--- src/rtl/mem_access_ctrl_if.sv ---
// mem_access_ctrl_if: CPU-side request/response bus of the SRAM access controller
interface mem_access_ctrl_if;
  logic        req;
  logic        we;
  logic [19:0] addr;
  logic [15:0] wdata;
  logic [15:0] rdata;
  logic        ack;
  logic        busy;
  modport master (output req, we, addr, wdata, input rdata, ack, busy);
  modport slave  (input req, we, addr, wdata, output rdata, ack, busy);
endinterface

--- src/rtl/mem_access_ctrl.sv ---
// mem_access_ctrl: single-word async SRAM access sequencer with one memory-mapped I/O word
module mem_access_ctrl #(
  parameter int          WAIT_CYCLES = 2,
  parameter logic [19:0] IO_ADDR     = 20'h0FFFF
) (
  input  logic                    clk,
  input  logic                    rst_n,
  mem_access_ctrl_if.slave        cpu,
  output logic [19:0]             sram_addr_o,
  output logic                    sram_ce_n_o,
  output logic                    sram_oe_n_o,
  output logic                    sram_we_n_o,
  output logic                    sram_ub_n_o,
  output logic                    sram_lb_n_o,
  input  logic [15:0]             sram_dq_in_i,
  output logic [15:0]             sram_dq_out_o,
  output logic                    sram_dq_oe_o,
  input  logic [15:0]             switches_i,
  output logic [15:0]             hex_out_o
);
  typedef enum logic [1:0] {IDLE, ACCESS, RECOVER, IO_DONE} state_t;
  state_t      state_q, state_d;
  logic [3:0]  cnt_q, cnt_d;
  logic        we_q, we_d;
  logic [19:0] addr_q, addr_d;
  logic [15:0] wdata_q, wdata_d, rdata_q, rdata_d, hex_q, hex_d;
  logic        access;
  always_comb begin
    state_d = state_q;
    cnt_d   = cnt_q;
    we_d    = we_q;
    addr_d  = addr_q;
    wdata_d = wdata_q;
    rdata_d = rdata_q;
    hex_d   = hex_q;
    case (state_q)
      IDLE: if (cpu.req) begin
        if (cpu.addr == IO_ADDR) begin
          state_d = IO_DONE;
          if (cpu.we) hex_d = cpu.wdata;
          else rdata_d = switches_i;
        end else begin
          state_d = ACCESS;
          addr_d  = cpu.addr;
          we_d    = cpu.we;
          wdata_d = cpu.wdata;
          cnt_d   = 4'(WAIT_CYCLES - 1);
        end
      end
      ACCESS: if (cnt_q == 4'd0) begin
        state_d = RECOVER;
        if (!we_q) rdata_d = sram_dq_in_i;
      end else cnt_d = cnt_q - 4'd1;
      default: state_d = IDLE;
    endcase
  end
  always_ff @(posedge clk or negedge rst_n) begin
    if (!rst_n) begin
      state_q <= IDLE;
      cnt_q   <= '0;
      we_q    <= 1'b0;
      addr_q  <= '0;
      wdata_q <= '0;
      rdata_q <= '0;
      hex_q   <= '0;
    end else begin
      state_q <= state_d;
      cnt_q   <= cnt_d;
      we_q    <= we_d;
      addr_q  <= addr_d;
      wdata_q <= wdata_d;
      rdata_q <= rdata_d;
      hex_q   <= hex_d;
    end
  end
  // Strobes decode straight from the state register so reset releases them without a clock
  assign access        = state_q == ACCESS;
  assign sram_ce_n_o   = !access;
  assign sram_ub_n_o   = !access;
  assign sram_lb_n_o   = !access;
  assign sram_oe_n_o   = !(access && !we_q);
  assign sram_we_n_o   = !(access && we_q);
  assign sram_dq_oe_o  = we_q && (access || state_q == RECOVER);
  assign sram_dq_out_o = wdata_q;
  assign sram_addr_o   = addr_q;
  assign hex_out_o     = hex_q;
  assign cpu.rdata     = rdata_q;
  assign cpu.ack       = state_q == RECOVER || state_q == IO_DONE;
  assign cpu.busy      = state_q != IDLE;
endmodule

--- src/flat_wrapper.sv ---
// flat-port wrapper written by rule: the top's interface ports become plain ports
module mem_access_ctrl_flat 
#(
  parameter int          WAIT_CYCLES = 2,
  parameter logic [19:0] IO_ADDR     = 20'h0FFFF
)
  (clk, rst_n, sram_addr_o, sram_ce_n_o, sram_oe_n_o, sram_we_n_o, sram_ub_n_o, sram_lb_n_o, sram_dq_in_i, sram_dq_out_o, sram_dq_oe_o, switches_i, hex_out_o, cpu_req, cpu_we, cpu_addr, cpu_wdata, cpu_rdata, cpu_ack, cpu_busy);
  mem_access_ctrl_if cpu_i ();
  input  logic clk;
  input  logic rst_n;
  output logic [19:0] sram_addr_o;
  output logic sram_ce_n_o;
  output logic sram_oe_n_o;
  output logic sram_we_n_o;
  output logic sram_ub_n_o;
  output logic sram_lb_n_o;
  input  logic [15:0] sram_dq_in_i;
  output logic [15:0] sram_dq_out_o;
  output logic sram_dq_oe_o;
  input  logic [15:0] switches_i;
  output logic [15:0] hex_out_o;
  input wire logic [$bits(cpu_i.req)-1:0] cpu_req;
  input wire logic [$bits(cpu_i.we)-1:0] cpu_we;
  input wire logic [$bits(cpu_i.addr)-1:0] cpu_addr;
  input wire logic [$bits(cpu_i.wdata)-1:0] cpu_wdata;
  output wire logic [$bits(cpu_i.rdata)-1:0] cpu_rdata;
  output wire logic [$bits(cpu_i.ack)-1:0] cpu_ack;
  output wire logic [$bits(cpu_i.busy)-1:0] cpu_busy;
  assign cpu_i.req = cpu_req;
  assign cpu_i.we = cpu_we;
  assign cpu_i.addr = cpu_addr;
  assign cpu_i.wdata = cpu_wdata;
  assign cpu_rdata = cpu_i.rdata;
  assign cpu_ack = cpu_i.ack;
  assign cpu_busy = cpu_i.busy;
  mem_access_ctrl #(.WAIT_CYCLES(WAIT_CYCLES), .IO_ADDR(IO_ADDR)) u_core (.clk(clk), .rst_n(rst_n), .cpu(cpu_i), .sram_addr_o(sram_addr_o), .sram_ce_n_o(sram_ce_n_o), .sram_oe_n_o(sram_oe_n_o), .sram_we_n_o(sram_we_n_o), .sram_ub_n_o(sram_ub_n_o), .sram_lb_n_o(sram_lb_n_o), .sram_dq_in_i(sram_dq_in_i), .sram_dq_out_o(sram_dq_out_o), .sram_dq_oe_o(sram_dq_oe_o), .switches_i(switches_i), .hex_out_o(hex_out_o));
endmodule
--- config.mk ---
export PLATFORM = sky130hd
export DESIGN_NAME = mem_access_ctrl_flat
export DESIGN_NICKNAME = d
export VERILOG_FILES = /design/src/rtl/mem_access_ctrl_if.sv /design/src/rtl/mem_access_ctrl.sv /design/src/flat_wrapper.sv
export SDC_FILE = /design/constraint.sdc
export NUM_CORES = 1
export LEC_CHECK = 0
export CAP_MARGIN = 15
export CORE_MARGIN = 2
export CORE_UTILIZATION = 46
export DETAILED_ROUTE_END_ITERATION = 7
export PLACE_DENSITY = 0.91
export SLEW_MARGIN = 25
export SYNTH_ARGS = -nofsm -noshare
export SYNTH_HDL_FRONTEND = slang
export SYNTH_SLANG_ARGS = --single-unit
--- constraint.sdc ---
create_clock -name clk -period 5.2 [get_ports clk]
set_input_delay 0.52 -clock clk [delete_from_list [all_inputs] [get_ports clk]]
set_output_delay 0.52 -clock clk [all_outputs]
set_load 0.01 [all_outputs]
After elaboration in Yosys (flattened, before gate mapping)
Cells that the tools add are included.
Storage, ports and cells
  output and inout bits: 76
  flip-flop bits (word level): 75
  input port bits: 72
  logic and storage cells: 52
Operators by class
  reduce and logical (&&, ||, !) cells: 18
  add/sub/neg operators: 1
  equal/unequal tests: 11
  bitwise operators: 1
  muxes and demuxes: 14
Operators with widths (number)
  16-bit 2-to-1 mux: 5
  16-bit one-hot mux with 2 select lines: 1
  20-bit by 16-bit == test with 1-bit output (second input constant): 1
  4-bit 2-to-1 mux: 3
  2-bit inequality test (second input constant): 6
  4-bit one-hot mux with 2 select lines: 1
  4-bit AND reduction: 2
  2-bit 2-to-1 mux: 3
  6-bit AND reduction: 1
  2-bit == test (second input constant): 2
  1-bit zero test: 4
  4-bit zero test: 1
  2-bit one-hot mux with 2 select lines: 1
  2-bit nonzero test: 2
  4-bit by 1-bit subtractor with 4-bit output (second input constant): 1
  1-bit logical AND: 3
  3-bit AND reduction: 1
  2-bit by 1-bit == test with 1-bit output (second input constant): 1
  2-bit zero test: 1
  1-bit logical OR: 2
  2-bit by 1-bit inequality test with 1-bit output (second input constant): 1
  2-bit AND reduction: 1
  1-bit inverter: 1

Longest topological paths before layout
Gate-level depths: netlist of run 1.
  word-level depth: 4
  depth in mapped cells: 8
  mapped depth without buffers: 7

Worst setup path after synthesis of run 1
No wires, ideal clock.
  path kind: register to register
  from: register u_core.cnt_q[0]
  to: register u_core.rdata_q[10], in the netlist u_core.cpu.rdata[10]
  buffers on the path: 1
  setup slack: 3171 ps
  data required time: 5075 ps
  period minus slack after synthesis: 2029 ps
  cell stages (with the launch flop): 9
  library setup time: 125 ps
  arrival: 1904 ps
  cells stage by stage: dfrtp_1 inv_1 ha_1 inv_1 o31ai_4 o2111ai_2 nor3_4 buf_12 mux2_4
Between the ends
  longest elaborated chain between the ends: 3
RTL lines
  start, declared: RTL line mem_access_ctrl.sv:23  | logic [3:0] cnt_q, cnt_d;
  start signal, assigned: RTL line mem_access_ctrl.sv:68  | cnt_q <= cnt_d;
  4-bit zero test: RTL line mem_access_ctrl.sv:50  | ACCESS: if (cnt_q == 4'd0) begin
  2-bit inequality test (no line)
  6-bit AND reduction (no line)
  end signal, assigned: RTL line mem_access_ctrl.sv:72  | rdata_q <= rdata_d;
  end, declared: RTL line mem_access_ctrl.sv:26  | logic [15:0] wdata_q, wdata_d, rdata_q, rdata_d, hex_q, hex_d;
No other way between the ends.
A chain may end at the register's enable or synchronous reset.

Worst setup path after layout of run 1
  from: register u_core.state_q[1]
  to: output port sram_lb_n_o
Between the ends
  longest elaborated chain between the ends: 2
RTL lines
  start, declared: RTL line mem_access_ctrl.sv:22  | state_t state_q, state_d;
  start signal, assigned: RTL line mem_access_ctrl.sv:67  | state_q <= state_d;
  2-bit by 1-bit == test with 1-bit output: RTL line mem_access_ctrl.sv:77  | assign access = state_q == ACCESS;
  1-bit zero test: RTL line mem_access_ctrl.sv:80  | assign sram_lb_n_o = !access;
  end, declared: RTL line flat_wrapper.sv:16  | output logic sram_lb_n_o;
No other way between the ends.

==> results.cfg, run 1 <==
[sta]
hold_viol_final = 0
min_period_over_period_pct = 53.0
drv_slew = 0
finalSetupViolCount = 0
rsz0062_at_grt = no
fmax_ghz = 0.363
max_slew_margin_pct = 39.1
fin_skew_ns = 0.0103
fin_tns_setup_ns = 0
finalCriticalPeriod_ns = 2.76
worst_pin_slew_ns = 0.911

[synth]
ys_warn_count = 0
ys_seq_area_share_pct = 54.9
postSynthCellCount = 228
synth_xor_area_share_pct = 0
synth_top_family_by_area = multiplexers
synthArstFlopShare_pct = 100
syn-num-nets = 306
syn_area_um2 = 3420
synthDistinctLibCells = 37
synthAdderAreaFrac_pct = 2.20
yosys_register_bits = 75
syn-mean-instance-area_um2 = 15.0
ys.flop_type = dfrtp_1
synth_edf_count = 0
yosys.area_share.simple_pct = 6.29
synth_compound_area_share_pct = 3.55
synth_mux_area_share_pct = 29.7

[drt]
wl_per_cell_um = 16.4
first_iter_violations = 61
drc = 0
vias_per_cell = 4.99
first_pass_iters = 4
routed_wl_mm = 7.85
drtAntennaViolNets = 0
vias = 2397

[global_route]
grt_pass1_wl_mm = 12.9
antenna_found_initial = 0
grt_max_degree = 76
grtUsageTotal_pct = 19.9
grt_pass1_vias = 2628
grt-ovfl-total = 0

[setup_path]
r2r_cells = 5
crit_type = flip-flop to primary output
required_ns = 4.68
critPathMaxFanout = 26
cp_data_arrival_time_ns = 2.24
setup.worst_path.start_class = flip-flop
crit_path_end_kind = primary output

[clock_tree]
path_clk_slew_ns = 0.08
cts_tree = yes
root_buffer = clkbuf_8
cts_max_level = 3
post_cts_buffers = 0
cts.sinks = 75
clk_latency_ns = 0.33
postCtsResizedCells = 0
numCtsBuffers = 9
clock_path_buffers = 2
cts_hold_buf = 0

[layout]
mostFrequentLayoutCells = clkdlybuf4s50_1, dfrtp_1, mux2_2
final_area_um2 = 5110
nets = 455
drive_above_1_share_pct = 28.9
diodes = 0
layout_commonest_cell = clkdlybuf4s50_1
area_growth_syn_to_layout_pct = 49.3
final_util_pct = 70.8

[floorplanning]
fp-row-count = 31
die-area_um2 = 8140
io_pins = 148
die_w_um = 90.2
core_area_um2 = 7210
start_util_pct = 47.4
die_y_um = 90.2

[place]
dp_hpwl_mm = 5.78
place_congestion = 0.815
port_buffers = 147
place_area_um2 = 4940

[power]
ir_drop_mv = 0.227
leakage_nw = 2.17
power_density_nw_per_um2 = 524
p_total_mw = 2.67

[hold_path]
hold_path.class = input pin to asynchronous set/reset pin

[status]
outcome = completed

[job]
drv_cap = 0
## area by class of cell
| type | instances | area, um2 |
|---|---|---|
| Inverter | 9 | 33.8 |
| Tap cell | 99 | 124 |
| Clock buffer | 13 | 149 |
| Timing Repair Buffer | 148 | 1480 |
| Fill cell | 535 | 2110 |
| Sequential cell | 75 | 1880 |
| Clock inverter | 2 | 12.5 |
| Multi-Input combinational cell | 134 | 1430 |
## sequential cells by signal, indices dropped and copies added (netlist names)
register,count
u_core.cnt_q,4
u_core.cpu.rdata,16
u_core.hex_out_o,16
u_core.sram_addr_o,20
u_core.sram_dq_out_o,16
u_core.state_q,2
u_core.we_q,1
## where the power goes
group          internal (mW)  leakage [nW]  switching (mW)
Combinational          0.819          1.16           0.529
Clock                  0.184        0.0795           0.197
Sequential             0.817         0.925           0.129
Total                   1.82          2.17           0.854
## synthesized netlist by cell type, types with 2 or more instances
master / n / area (um2)
a21oi_1: 3 / 15.0
and3_1: 2 / 12.5
buf_4: 5 / 37.5
dfrtp_1: 75 / 1880
ha_1: 6 / 75.1
inv_1: 9 / 33.8
mux2_1: 4 / 45.0
mux2_2: 72 / 811
mux2_4: 10 / 150
nand2_1: 3 / 11.3
nand2b_1: 3 / 18.8
nand4_1: 4 / 25.0
nor2_1: 3 / 11.3
nor3_1: 3 / 15.0
nor3_4: 2 / 32.5
o21ai_0: 3 / 15.0
## worst paths after layout
| kind | start | slack [ns] | end |
|---|---|---|---|
| max | u_core.state_q[1] | 2.44 | sram_lb_n_o |
| min | rst_n | 0.19 | u_core.sram_addr_o[7] |
| max reg2reg | u_core.state_q[1] | 2.53 | u_core.cpu.rdata[2] |
| min reg2reg | u_core.sram_dq_out_o[1] | 0.49 | u_core.sram_dq_out_o[1] |
| max in group asynchronous | rst_n | 4.53 | u_core.hex_out_o[10] |
| min in group clk | u_core.sram_dq_out_o[1] | 0.49 | u_core.sram_dq_out_o[1] |
## layer usage
| metal | global-route usage, % | share of wire [%] |
|---|---|---|
| met3 | 6.20 | 6.4 |
| met1 | 22.8 | 39 |
| met5 | 0 | 0 |
| met4 | 7.69 | 2.6 |
| met2 | 35.0 | 52 |
## per-stage QoR
stage | cells | worst slack (ns) | hold slack, ns
4_1_cts | 480 | 2.00 | 0.355
3_5_place_dp | 465 | 2.16 | 0.477
5_1_grt | 480 | 2.28 | 0.246
2_1_floorplan | 228 | 3.17 | 0.224
6_report | 480 | 2.44 | 0.188
3_3_place_gp | 465 | 2.26 | 0.469
## kinds of logic after synthesis
| family | after synthesis |
|---|---|
| simple gates | 28 |
| flops | 75 |
| fa+ha+maj | 6 |
| buf+inv | 19 |
| compound gates | 13 |
| mux | 87 |
## worst max-delay path: stages, from the launching register on
cell and delay, ns:
dfrtp_1 0.42, inv_1 0.10, ha_2 0.59, inv_1 0.25
clkdlybuf4s50_1 0.55
Power figures use the tool's default switching activity.
==> run 2: changes to the inputs <==
--- a/config.mk
+++ b/config.mk
@@ -7,9 +7,9 @@
 export LEC_CHECK = 0
 export CAP_MARGIN = 15
 export CORE_MARGIN = 2
-export CORE_UTILIZATION = 46
+export CORE_UTILIZATION = 38
 export DETAILED_ROUTE_END_ITERATION = 7
-export PLACE_DENSITY = 0.91
+export PLACE_DENSITY = 0.81
 export SLEW_MARGIN = 25
 export SYNTH_ARGS = -nofsm -noshare
 export SYNTH_HDL_FRONTEND = slang
==> constraint.sdc (replaced) <==
create_clock -name clk -period 2.35 [get_ports clk]
set_input_delay 0.235 -clock clk [delete_from_list [all_inputs] [get_ports clk]]
set_output_delay 0.235 -clock clk [all_outputs]
set_load 0.01 [all_outputs]
==> results.cfg, run 2 (synthesis gave the netlist of run 1 again) <==
[status]
outcome = completed

[power]
p_clk_share_pct = 17.0
p_int_mw = 4.28
comb_power_share_pct = 49.3
switchingPower_mw = 1.91
power_density_nw_per_um2 = 1180
leakage_nw = 2.24
ir_drop_mv = 0.479
seqPwrFrac_pct = 33.8
switching_share_pct = 30.9

[place]
placed_cells = 480
port_buffers = 147
place_congestion = 0.748
dp_hpwl_mm = 5.93
place_area_um2 = 5030

[sta]
fmax_ghz = 0.463
finalSetupViolCount = 0
drv_slew = 0
min_period_over_period_pct = 91.9
max_slew_margin_pct = 55.8
fin_skew_ns = 0.00946
worst_pin_slew_ns = 0.663
finalCriticalPeriod_ns = 2.16
hold_viol_final = 0
fin_tns_setup_ns = 0
rsz0062_at_grt = no

[layout]
mostFrequentLayoutCells = clkdlybuf4s50_1, dfrtp_1, mux2_2
nets = 462
final_area_um2 = 5250
finalNonFillerCells = 496
diodes = 0
area_growth_syn_to_layout_pct = 53.6
fill_cells = 705
layout_commonest_cell = clkdlybuf4s50_1
largest_reg_flops = 20
drive_above_1_share_pct = 30.2

[global_route]
antenna_found_initial = 0
grt_max_degree = 51
grt_pass1_wl_mm = 13.0
grt_pass1_vias = 2709
grt-ovfl-total = 0
grtUsageTotal_pct = 16.5

[clock_tree]
cts.sinks = 75
cts_tree = yes
post_cts_buffers = 0
cts_max_level = 3
clock_path_buffers = 2
path_clk_slew_ns = 0.08
numCtsBuffers = 9
clk_latency_ns = 0.33
root_buffer = clkbuf_8

[setup_path]
setup.worst_path.start_class = flip-flop
cp_data_arrival_time_ns = 1.93
required_ns = 2.12
crit_path_end_kind = primary output
r2r_slack_ns = 0.21
critPathMaxFanout = 16
crit_type = flip-flop to primary output

[floorplanning]
die-area_um2 = 9770
die_w_um = 98.9
die_y_um = 98.9
io_pins = 148
fp-row-count = 34
core_area_um2 = 8720
start_util_pct = 39.2

[hold_path]
hold_path.class = input pin to asynchronous set/reset pin

[job]
drv_cap = 0

[drt]
first_iter_violations = 47
routed_wl_mm = 7.90
drtAntennaViolNets = 0
vias = 2404
wl_per_cell_um = 15.9
first_pass_iters = 4
vias_per_cell = 4.85
drc = 0
run 2: cell type report:
cell class,count,area [um2],share of cell area [%]
well taps,108,135,2.57
clock inverters,5,78.8,1.50
repair buffers,155,1570,29.9
inverters,9,33.8,0.643
clock buffers,10,128,2.43
multi-input cells,134,1430,27.2
flip-flops and latches,75,1880,35.7
run 2: repair_timing:
item / in CTS / in global routing
hold buffers: 1 / 0
endpoints found under the setup margin: 0 / 1
hold endpoints to repair: 49 / 0
gates resized for setup: 0 / 1
run 2: final timing paths:
check                                         from                       to  depth (start not counted)
setup / recovery                 u_core.state_q[1]              sram_oe_n_o                          5
min in group clk           u_core.sram_dq_out_o[1]  u_core.sram_dq_out_o[1]                          1
hold / removal                               rst_n  u_core.sram_dq_out_o[3]                          2
max in group asynchronous                    rst_n      u_core.cpu.rdata[1]                          3
hold reg to reg            u_core.sram_dq_out_o[1]  u_core.sram_dq_out_o[1]                          1
setup reg to reg                   u_core.cnt_q[0]      u_core.cpu.rdata[0]                          8
run 2: critical path, cell delays in order, from the launching register on:
cell and delay (ns):
dfrtp_1 0.43, inv_1 0.09, ha_1 0.29, buf_6 0.23
nand2b_1 0.08, clkdlybuf4s50_1 0.48
run 2: layer usage:
metal / vias up / part of all wire, % / GRT usage [%]
met5: - / 0 / 0
met3: 8 / 7.2 / 5.53
met4: 0 / 1.0 / 5.37
li1: 1127 / - / -
met1: 1188 / 41 / 19.2
met2: 81 / 51 / 28.7
run 2: power by group through the flow:
stage               combinational (mW)  sequential, mW  clock, mW
global route                      3.27            2.17       1.13
finish                            3.05            2.09       1.05
CTS                               3.10            2.10       1.08
global placement                  3.03            2.09          0
floorplan                         1.37            2.31          0
detailed placement                3.08            2.11          0
run 2: stage by stage:
step | utilization [%] | hold slack (ns) | worst slack (ns) | power, mW
CTS | 60.2 | 0.487 | 0.0852 | 6.28
global placement | 57.7 | 0.304 | 0.156 | 5.12
detailed placement | 57.7 | 0.315 | 0.119 | 5.20
global route | 60.2 | 0.500 | 0.0430 | 6.57
finish | 60.2 | 0.471 | 0.190 | 6.19
floorplan | - | -0.0606 | 0.321 | 3.68
